### src/rtl/if_fetch.sv
// Instruction-fetch stage: assembles 32-bit words from a byte-wide read port
// and holds each (inst, pc) pair until decode accepts it.
module if_fetch #(
    parameter logic [31:0] RESET_PC = 32'h0000_0000
) (
    input  logic        clk,
    input  logic        rst_n,
    input  logic        stall_in,
    input  logic        jump_en_in,
    input  logic [31:0] jump_addr_in,
    output logic        mem_rd_en_out,
    output logic [31:0] mem_addr_out,
    input  logic        mem_ready_in,
    input  logic [7:0]  mem_data_in,
    output logic        inst_valid_out,
    output logic [31:0] inst_out,
    output logic [31:0] pc_out
);

    typedef enum logic {FETCH, HOLD} state_t;

    state_t      state, state_n;
    logic [31:0] pc, pc_n;
    logic [31:0] inst, inst_n;
    logic [31:0] addr, addr_n;
    logic [2:0]  issue, issue_n;
    logic [2:0]  rcv, rcv_n;
    logic        pend, pend_n;
    logic        valid, valid_n;
    logic        rd_en, rd_en_n;
    logic        accept;

    assign accept = rd_en & mem_ready_in;

    always_ff @(posedge clk or negedge rst_n) begin
        if (!rst_n) begin
            state <= FETCH;
            pc    <= RESET_PC;
            inst  <= '0;
            addr  <= '0;
            issue <= '0;
            rcv   <= '0;
            pend  <= 1'b0;
            valid <= 1'b0;
            rd_en <= 1'b0;
        end else begin
            state <= state_n;
            pc    <= pc_n;
            inst  <= inst_n;
            addr  <= addr_n;
            issue <= issue_n;
            rcv   <= rcv_n;
            pend  <= pend_n;
            valid <= valid_n;
            rd_en <= rd_en_n;
        end
    end

    always_comb begin
        state_n = state;
        pc_n    = pc;
        inst_n  = inst;
        issue_n = issue;
        rcv_n   = rcv;
        pend_n  = accept;
        valid_n = valid;

        if (accept) issue_n = issue + 3'd1;

        if (pend && !rcv[2]) begin
            inst_n[{rcv[1:0], 3'b000} +: 8] = mem_data_in;
            rcv_n = rcv + 3'd1;
        end

        unique case (state)
            FETCH: begin
                if (rcv_n == 3'd4) begin
                    state_n = HOLD;
                    valid_n = 1'b1;
                end
            end
            HOLD: begin
                if (valid && !stall_in) begin
                    pc_n    = pc + 32'd4;
                    issue_n = '0;
                    rcv_n   = '0;
                    valid_n = 1'b0;
                    state_n = FETCH;
                end
            end
        endcase

        // Redirect overrides everything, including a same-edge handshake.
        if (jump_en_in) begin
            pc_n    = {jump_addr_in[31:2], 2'b00};
            issue_n = '0;
            rcv_n   = '0;
            pend_n  = 1'b0;
            valid_n = 1'b0;
            state_n = FETCH;
        end

        // Request outputs are registered from next-state values.
        rd_en_n = (state_n == FETCH) && (issue_n < 3'd4);
        addr_n  = pc_n + {29'b0, issue_n};
    end

    assign mem_rd_en_out  = rd_en;
    assign mem_addr_out   = addr;
    assign inst_valid_out = valid;
    assign inst_out       = inst;
    assign pc_out         = pc;

endmodule
### config.mk
export PLATFORM = sky130hd
export DESIGN_NAME = if_fetch
export DESIGN_NICKNAME = d
export VERILOG_FILES = /design/src/rtl/if_fetch.sv
export SDC_FILE = /design/constraint.sdc
export NUM_CORES = 1
export LEC_CHECK = 0
export ABC_AREA = 1
export CAP_MARGIN = 10
export CELL_PAD_IN_SITES_DETAIL_PLACEMENT = 0
export CELL_PAD_IN_SITES_GLOBAL_PLACEMENT = 2
export CORE_MARGIN = 2
export CORE_UTILIZATION = 25
export CTS_CLUSTER_DIAMETER = 100
export DETAILED_ROUTE_END_ITERATION = 8
export GPL_TIMING_DRIVEN = 0
export PLACE_DENSITY_LB_ADDON = 0.1
export SETUP_SLACK_MARGIN = 0.02
export SYNTH_ARGS = -nofsm -noshare
export SYNTH_HDL_FRONTEND = slang
export SYNTH_SLANG_ARGS = --single-unit
### constraint.sdc
create_clock -name clk -period 2.6 [get_ports clk]
set_input_delay 0.52 -clock clk [delete_from_list [all_inputs] [get_ports clk]]
set_output_delay 0.52 -clock clk [all_outputs]
set_load 0.03 [all_outputs]
## After elaboration in Yosys (flattened, before gate mapping)

Cells that the tools add are included.
W data, S select, Z words.

| storage, ports and cells | value |
|---|---|
| register bits | 106 |
| input port bits | 45 |
| output and inout port bits | 98 |
| word-level logic and storage cells | 50 |

| cells by class | value |
|---|---|
| add/subtract/negate cells | 5 |
| order comparisons | 1 |
| eq/ne operators | 3 |
| shift operators | 2 |
| multiplexer cells | 21 |
| bitwise operators | 3 |
| reduce and logical (&&, ||, !) cells | 6 |

Operators with widths:

| kind | number |
|---|---|
| $mux W32 | 3 |
| $add A32 B3 Y32 | 1 |
| $add A32 B3 Y32 const B | 1 |
| $bwmux W32 | 1 |
| $shift A8 B7 Y32 const A | 1 |
| $shiftx A8 B7 Y32 | 1 |
| $mux W3 | 8 |
| $mux W1 | 7 |
| $neg A5 Y7 | 1 |
| $add A3 B1 Y3 const B | 2 |
| $pmux W1 S2 | 2 |
| $eq A3 B3 Y1 const B | 1 |
| $logic_and A1 B1 Y1 | 3 |
| $lt A3 B3 Y1 const B | 1 |
| $ne A3 B2 Y1 const B | 1 |
| $ne A3 B3 Y1 const B | 1 |
| $logic_not A1 Y1 | 2 |
| $not A1 Y1 | 2 |
| $reduce_and A2 Y1 | 1 |
| $and A1 B1 Y1 | 1 |

## Longest topological paths before layout

Gate-level depths: netlist of the first run.

| depth | value |
|---|---|
| word-level depth | 9 |
| depth in mapped cells | 21 |
| depth with buffers taken out | 19 |

## Least setup slack after synthesis of the first run

No wires, ideal clock.

| timing path | value |
|---|---|
| path type | input to register |
| start point | input jump_en_in |
| end point | register addr[30] (netlist: mem_addr_out[30]) |
| library setup time | 0.117 ns |
| data arrival time | 2.989 ns |
| data required time | 2.483 ns |
| setup slack | -0.506 ns |
| cell stages on the path | 18 |
| buffers on the path | 5 |
| path through | buf_2 -> inv_1 -> buf_2 -> buf_4 -> buf_2 -> buf_2 -> nand2_1 -> nor3_1 -> fa_1 -> a21oi_1 -> nor2_1 -> inv_1 -> nor2_1 -> nand2_1 -> nor2_2 -> nand3_1 -> nand2_1 -> nand2_1 |

| between the ends | value |
|---|---|
| word-level cells in the longest chain between the ends | 2 |
| elaborated cells between the ends (all ways) | 3 |
| those cells by class | 1 x add/sub; 2 x mux |

RTL lines:

| element | RTL line | source |
|---|---|---|
| start: declaration | 9 | `input logic jump_en_in,` |
| $mux W3 | 94 | `if (jump_en_in) begin` |
| via issue_n[1] | 26 | `logic [2:0] issue, issue_n;` |
| $add A32 B3 Y32 | 105 | `addr_n = pc_n + {29'b0, issue_n};` |
| via addr_n[30] | 25 | `logic [31:0] addr, addr_n;` |
| end signal: assignment | 50 | `addr <= addr_n;` |
| end: declaration | 25 |  |

The timed path passes the listed nets, and every way through them passes these cells.
A chain may end at the register's enable or synchronous reset.

## Worst setup path after layout of the first run

| timing path | value |
|---|---|
| start point | register state |
| end point | register addr[27] (netlist: mem_addr_out[27]) |

| between the ends | value |
|---|---|
| word-level cells in the longest chain between the ends | 3 |
| elaborated cells between the ends (all ways) | 5 |
| those cells by class | 1 x add/sub; 4 x mux |

RTL lines:

| element | RTL line | source |
|---|---|---|
| start: declaration | 22 | `state_t state, state_n;` |
| start signal: assignment | 47 | `state <= state_n;` |
| $mux W32 | 75 | `unique case (state)` |
| $mux W32 | 94 |  |
| via pc_n[2] | 23 | `logic [31:0] pc, pc_n;` |
| $add A32 B3 Y32 | 105 |  |
| via addr_n[27] | 25 |  |

The timed path passes the listed nets, and every way through them passes these cells.

==> out/qor.yml, run 1 <==
nFillCells: 2536
critPathLaunchType: "flop"
async_reset_ff_share_pct: 100
hpwlAfterDp_um: 17600
placedCellCount: 1285
drive_above_1_share_pct: 17.6
slew_headroom_pct: 64.9
outcome: "finished, violations left"
intPower_mw: 3.29
cap_violations: 0
port-buffer-count: 139
ys_dominant_reg_cell: "dfrtp_1"
fp-row-count: 57
drv_slew: 0
die_area_um2: 25700
peakVddDrop_mv: 0.278
grt_pass1_vias: 6134
clock_skew_ns: 0.0100
r2r_end: "mem_addr_out[27]"
setup_viol: 1
cp_slowest_cell: "dfrtp_2"
core-area_um2: 24200
vias_per_cell: 4.45
ys_seq_area_share_pct: 43.4
synth_cells: 821
ys_types: 31
ant_nets: 0
hold_violations: 0
power_density_nw_per_um2: 599
end_kind: "flop"
crit_fanout: 6
yosysMostFrequentCell: "nand2_1"
crit_top_cell: "nand2_2"
synth_area_um2: 6110
numCtsBuffers: 9
use_met2_pct: 30.5
overflow: 0
clockPowerShare_pct: 24.9
synth_top_area_share_pct: 43.4
yosys_register_bits: 106
antenna_found_initial: 0
syn_to_final_growth_pct: 45.0
place_ws_ns: -0.966
rsz0062_at_grt: "true"
cts.sinks: 106
die_h_um: 160
start_util_pct: 25.3
fin_ws_ns: -0.00411
wl_per_cell_um: 17.1
synth_edf_count: 0
crit_arrival_ns: 2.85
gp_congestion: 0.793
netlist.top_cell.by_area: "dfrtp_1"
htreeDepth: 3
crit_path_max_incr_delay_ns: 0.43
vias: 5959
grt_max_degree: 64
seqPwrFrac_pct: 39.2
multi_input_area_um2: 3280
clk_latency_ns: 0.35
ios: 143
worstMarginPinSlew_ns: 0.524
clock.fmax_mhz: 384
drc_errors: 0
nNetsFinal: 1066
synth_area_leaders: "dfrtp_1 (43%), nand2_1 (14%), nand3_1 (7.1%)"
syn_nets: 878
drt-pass1-iter-count: 4
post-route-min-period_ns: 2.60
timing.final.crit_share_pct: 100
path_clk_slew_ns: 0.08
register_area_um2: 2660
grt_pass1_wl_um: 35700
violations: "negative setup slack"
drt_iter0_drc: 285
tritoncts: "built"
crit_chain: "nand3_4, buf_12, clkinv_8, or2_4, nand3_2, nand2_2, ha_4, nand3_2, nand2_2, nand2_2, nor2_4, nand2_4, nor2_4, nand2_2, nor2_4, nand3_2, nand2_1, nand2_1"
clockBufferDepth: 2
grt_util_all_layers_pct: 18.1
wl_um: 22800
leakage_nw: 4.03
die-width_um: 160
required_ns: 2.84
grtUsageMet1_pct: 24.3
regToRegSetupSlack_ns: -0.004
p_comb_share_pct: 35.8
met3_usage_pct: 2.43
cts_root_buf: "clkbuf_16"
layoutNonFillerInstCount: 1338
yosysWarnings: 0
min_path_type: "in -> async"
holdWs_ns: 0.0787
path_class: "reg -> reg"
swShare_pct: 38.0
p_sw_mw: 2.02
num_antenna_cells: 0
r2r_cells: 18
syn_area_per_cell_um2: 7.44
top_usage_layer: "met2"
r2r-start: "state"
synthTopCellsByCount: "nand2_1 (224), dfrtp_1 (106), nor2_1 (98), inv_1 (96), nand3_1 (87)"
worst max-delay path by stage:
stage | from | to | slack, ns | cells after the start
after global routing | state | mem_addr_out[19] | -0.1 | 17
after detailed placement | stall_in | mem_addr_out[31] | -0.97 | 18
after floorplan | jump_en_in | mem_addr_out[27] | -0.05 | 20
after global placement | rst_n | inst_valid_out | -3.97 | 1
after CTS | pc_out[3] | mem_addr_out[31] | 0.01 | 13
final | state | mem_addr_out[27] | -0.004 | 18
state kept, by name, summed over array words and instances (netlist names):
name	flops
inst_out	32
inst_valid_out	1
issue	3
mem_addr_out	32
mem_rd_en_out	1
pc_out	32
pend	1
rcv	3
state	1
cell families (layout without fill, tap and decap cells):
logic type / after synthesis / count (layout) / share of synthesized area (%)
AOI/OAI and AO/OA: 59 / 59 / 5.38
xor gates and xnor gates: 20 / 20 / 2.87
adders and majority gates: 12 / 12 / 2.58
buffers and inverters: 118 / 311 / 7.66
DFF: 106 / 106 / 43.4
and+or+nand+nor: 506 / 506 / 38.1
cells in the final DEF, fill, tap and decap left out, types with 9 or more instances in the layout:
cell and n:
nand2_1 216, clkdlybuf4s50_1 136, dfrtp_1 100, inv_1 92, nand3_1 81, nor2_1 79, o21ai_0 40, buf_4 35
nand4_1 33, or2_2 24, nor2_4 19, nor2_2 17, xor2_1 17, nand2_2 12, clkbuf_1 10, clkbuf_16 9
metal layers:
| metal | share of wire [%] | routed length (um) | vias up |
|---|---|---|---|
| met5 | 0 | 0 | - |
| met4 | 2.1 | 484 | 0 |
| met3 | 3.0 | 696 | 18 |
| met2 | 48 | 11000 | 130 |
| met1 | 46 | 10600 | 2802 |
| li1 | - | - | 3009 |
stage by stage:
stage                     util (%)  instance area (um^2)  TNS [ns]  power, mW
after global routing          36.7                  8860    -0.687       5.62
after CTS                     36.0                  8700         0       5.37
after global placement        33.3                  8060   -396.10       3.97
final                         36.7                  8860  -0.00411       5.31
after floorplan                  -                  6260    -0.195       3.12
after detailed placement      33.5                  8090    -19.82       3.97
power groups by stage:
stage | combinational [mW] | sequential (mW) | clock [mW]
6_report | 1.90 | 2.08 | 1.32
5_1_grt | 2.06 | 2.12 | 1.44
4_1_cts | 1.89 | 2.09 | 1.38
3_5_place_dp | 1.85 | 2.12 | 0
3_3_place_gp | 1.84 | 2.12 | 0
2_1_floorplan | 0.550 | 2.57 | 0
worst max-delay path: cells and delay by family, from the launching register on:
| family | cells | cell delay, ns |
|---|---|---|
| buf+inv | 2 | 0.16 |
| flops | 1 | 0.43 |
| fa+ha+maj | 1 | 0.29 |
| simple gates | 15 | 1.60 |
what timing repair did:
item / 4_1_cts / 5_1_grt
pin swaps: 20 / 10
hold buffers: 0 / 0
buffers inserted: 26 / 12
resized for setup: 38 / 25
setup endpoints to repair: 28 / 29
endpoints found under the hold margin: 0 / 0
layout make-up:
type	instances	share of cell area, %
buffer	17	1.52
clock buffer	11	2.63
clock inverter	5	0.438
inverter	100	4.38
multi-input combinational	597	37.0
sequential	106	30.0
tap	324	4.57
timing repair buffer	178	19.4
Note: power is estimated with default switching activity, not from simulation.
==> inputs of run 2 (changes only) <==
--- a/config.mk
+++ b/config.mk
@@ -15,6 +15,7 @@
 export DETAILED_ROUTE_END_ITERATION = 8
 export GPL_TIMING_DRIVEN = 0
 export PLACE_DENSITY_LB_ADDON = 0.1
+export RECOVER_POWER = 50
 export SETUP_SLACK_MARGIN = 0.02
 export SYNTH_ARGS = -nofsm -noshare
 export SYNTH_HDL_FRONTEND = slang
==> out/qor.yml, run 2 (synthesis gave the netlist of run 1 again) <==
outcome: "finished, violations left"
violations: "negative setup slack"
cts_root_buf: "clkbuf_16"
overflow: 0
syn_to_final_growth_pct: 44.4
setup_viol: 1
crit_path_max_incr_delay_ns: 0.29
crit_arrival_ns: 2.84
grt_max_degree: 64
clockBufferDepth: 2
start_util_pct: 25.3
timing.final.crit_share_pct: 100
drt_iter0_drc: 295
post-route-min-period_ns: 2.60
wl_um: 22800
gp_congestion: 0.793
core-area_um2: 24200
numCtsBuffers: 9
hpwlAfterDp_um: 17600
ios: 143
clock_skew_ns: 0.00979
ant_nets: 0
drt-pass1-iter-count: 4
peakVddDrop_mv: 0.278
min_path_type: "in -> async"
die_area_um2: 25700
leakage_nw: 4.02
grt_pass1_wl_um: 35700
vias_per_cell: 4.43
drv_slew: 0
design_area_um2: 8830
drc_errors: 0
cp_top_family: "simple AND/OR/NAND/NOR gates"
cap_violations: 0
vias: 5931
nFillCells: 2542
clk_latency_ns: 0.35
cts.sinks: 106
tritoncts: "built"
hold_buffers: 0
clock.fmax_mhz: 385
path_class: "in -> reg"
power_density_nw_per_um2: 600
drive_above_1_share_pct: 17.3
holdWs_ns: 0.371
grt_util_all_layers_pct: 18.1
path_clk_slew_ns: 0.08
placed_area_um2: 8090
worst-path-buf-inv: 4
crit_fanout: 6
die_h_um: 160
crit_chain: "dlygate4sd2_1, inv_2, nand3_4, buf_12, clkinv_8, or2_4, nand3_2, nand2_2, ha_4, nand3_2, nand2_2, nand2_2, nor2_4, nand2_4, nor2_4, nand2_2, nor2_4, nand3_2, nand2_1, nand2_1"
worstMarginPinSlew_ns: 1.15
fp-row-count: 57
final_common_cell: "nand2_1"
required_ns: 2.84
fin_util_pct: 36.5
num_antenna_cells: 0
wl_per_cell_um: 17.0
htreeDepth: 3
antenna_found_initial: 0
power.total_mw: 5.30
slew_headroom_pct: 23.0
die-width_um: 160
nNetsFinal: 1066
hold_violations: 0
critPathLaunchType: "primary input"
fin_ws_ns: -0.000376
layout_common_cells: "nand2_1 (217), clkdlybuf4s50_1 (136), dfrtp_1 (100)"
port-buffer-count: 139
rsz0062_at_grt: "true"
grt_pass1_vias: 6134
crit_top_cell: "nand2_2"
cp_slowest_cell: "ha_4"
end_kind: "flop"
run 2: changes by cell type in the layout (fill, tap and decap cells not counted), sizes merged:
cell,delta
buf,-3
clkbuf,+3
run 2: area by class of cell:
type                    instances  area [um^2]  share of cell area [%]
flip-flops and latches        106         2660                    30.1
inverters                     100          388                    4.39
repair buffers                178         1690                    19.2
plain buffers                  17          135                    1.53
multi-input cells             597         3280                    37.1
clock buffers                  11          233                    2.64
clock inverters                 5         38.8                   0.439
well taps                     324          405                    4.59
run 2: power breakdown:
| part | internal [mW] | switching [mW] |
|---|---|---|
| clock | 0.658 | 0.663 |
| combinational | 0.725 | 1.17 |
| sequential | 1.90 | 0.184 |
run 2: routing by layer:
metal | up-vias | track usage, % | part of all wire [%] | wire, um
li1 | 3009 | - | - | -
met1 | 2788 | 24.3 | 46 | 10400
met2 | 116 | 30.5 | 49 | 11100
met3 | 18 | 2.43 | 3.5 | 791
met4 | 0 | 5.41 | 2.1 | 487
met5 | - | 0 | 0 | 0
run 2: what timing repair did:
| action | 4_1_cts | 5_1_grt |
|---|---|---|
| gates resized for setup | 38 | 25 |
| setup endpoints to repair | 28 | 29 |
| setup buffers | 26 | 12 |
| pin swaps | 20 | 10 |
| endpoints found under the hold margin | 0 | 0 |
run 2: final timing paths:
check	startpoint	to	slack [ns]	cells after the start
max	stall_in	mem_addr_out[27]	-0.0004	20
min	rst_n	pc_out[1]	0.37	1
max reg2reg	state	mem_addr_out[27]	-0.0004	18
min reg2reg	inst_out[10]	inst_out[10]	0.51	2
max in group asynchronous	rst_n	inst_valid_out	0.58	2
min in group clk	jump_en_in	pend	0.39	2
run 2: metrics by stage:
stage                     std cells    TNS, ns  setup WS (ns)
after floorplan                 821     -0.195        -0.0520
after global placement         1284    -396.10          -3.97
after detailed placement       1285     -19.82         -0.966
after CTS                      1327          0         0.0110
after global routing           1338     -0.839        -0.0971
final                          1338  -0.000376      -0.000376
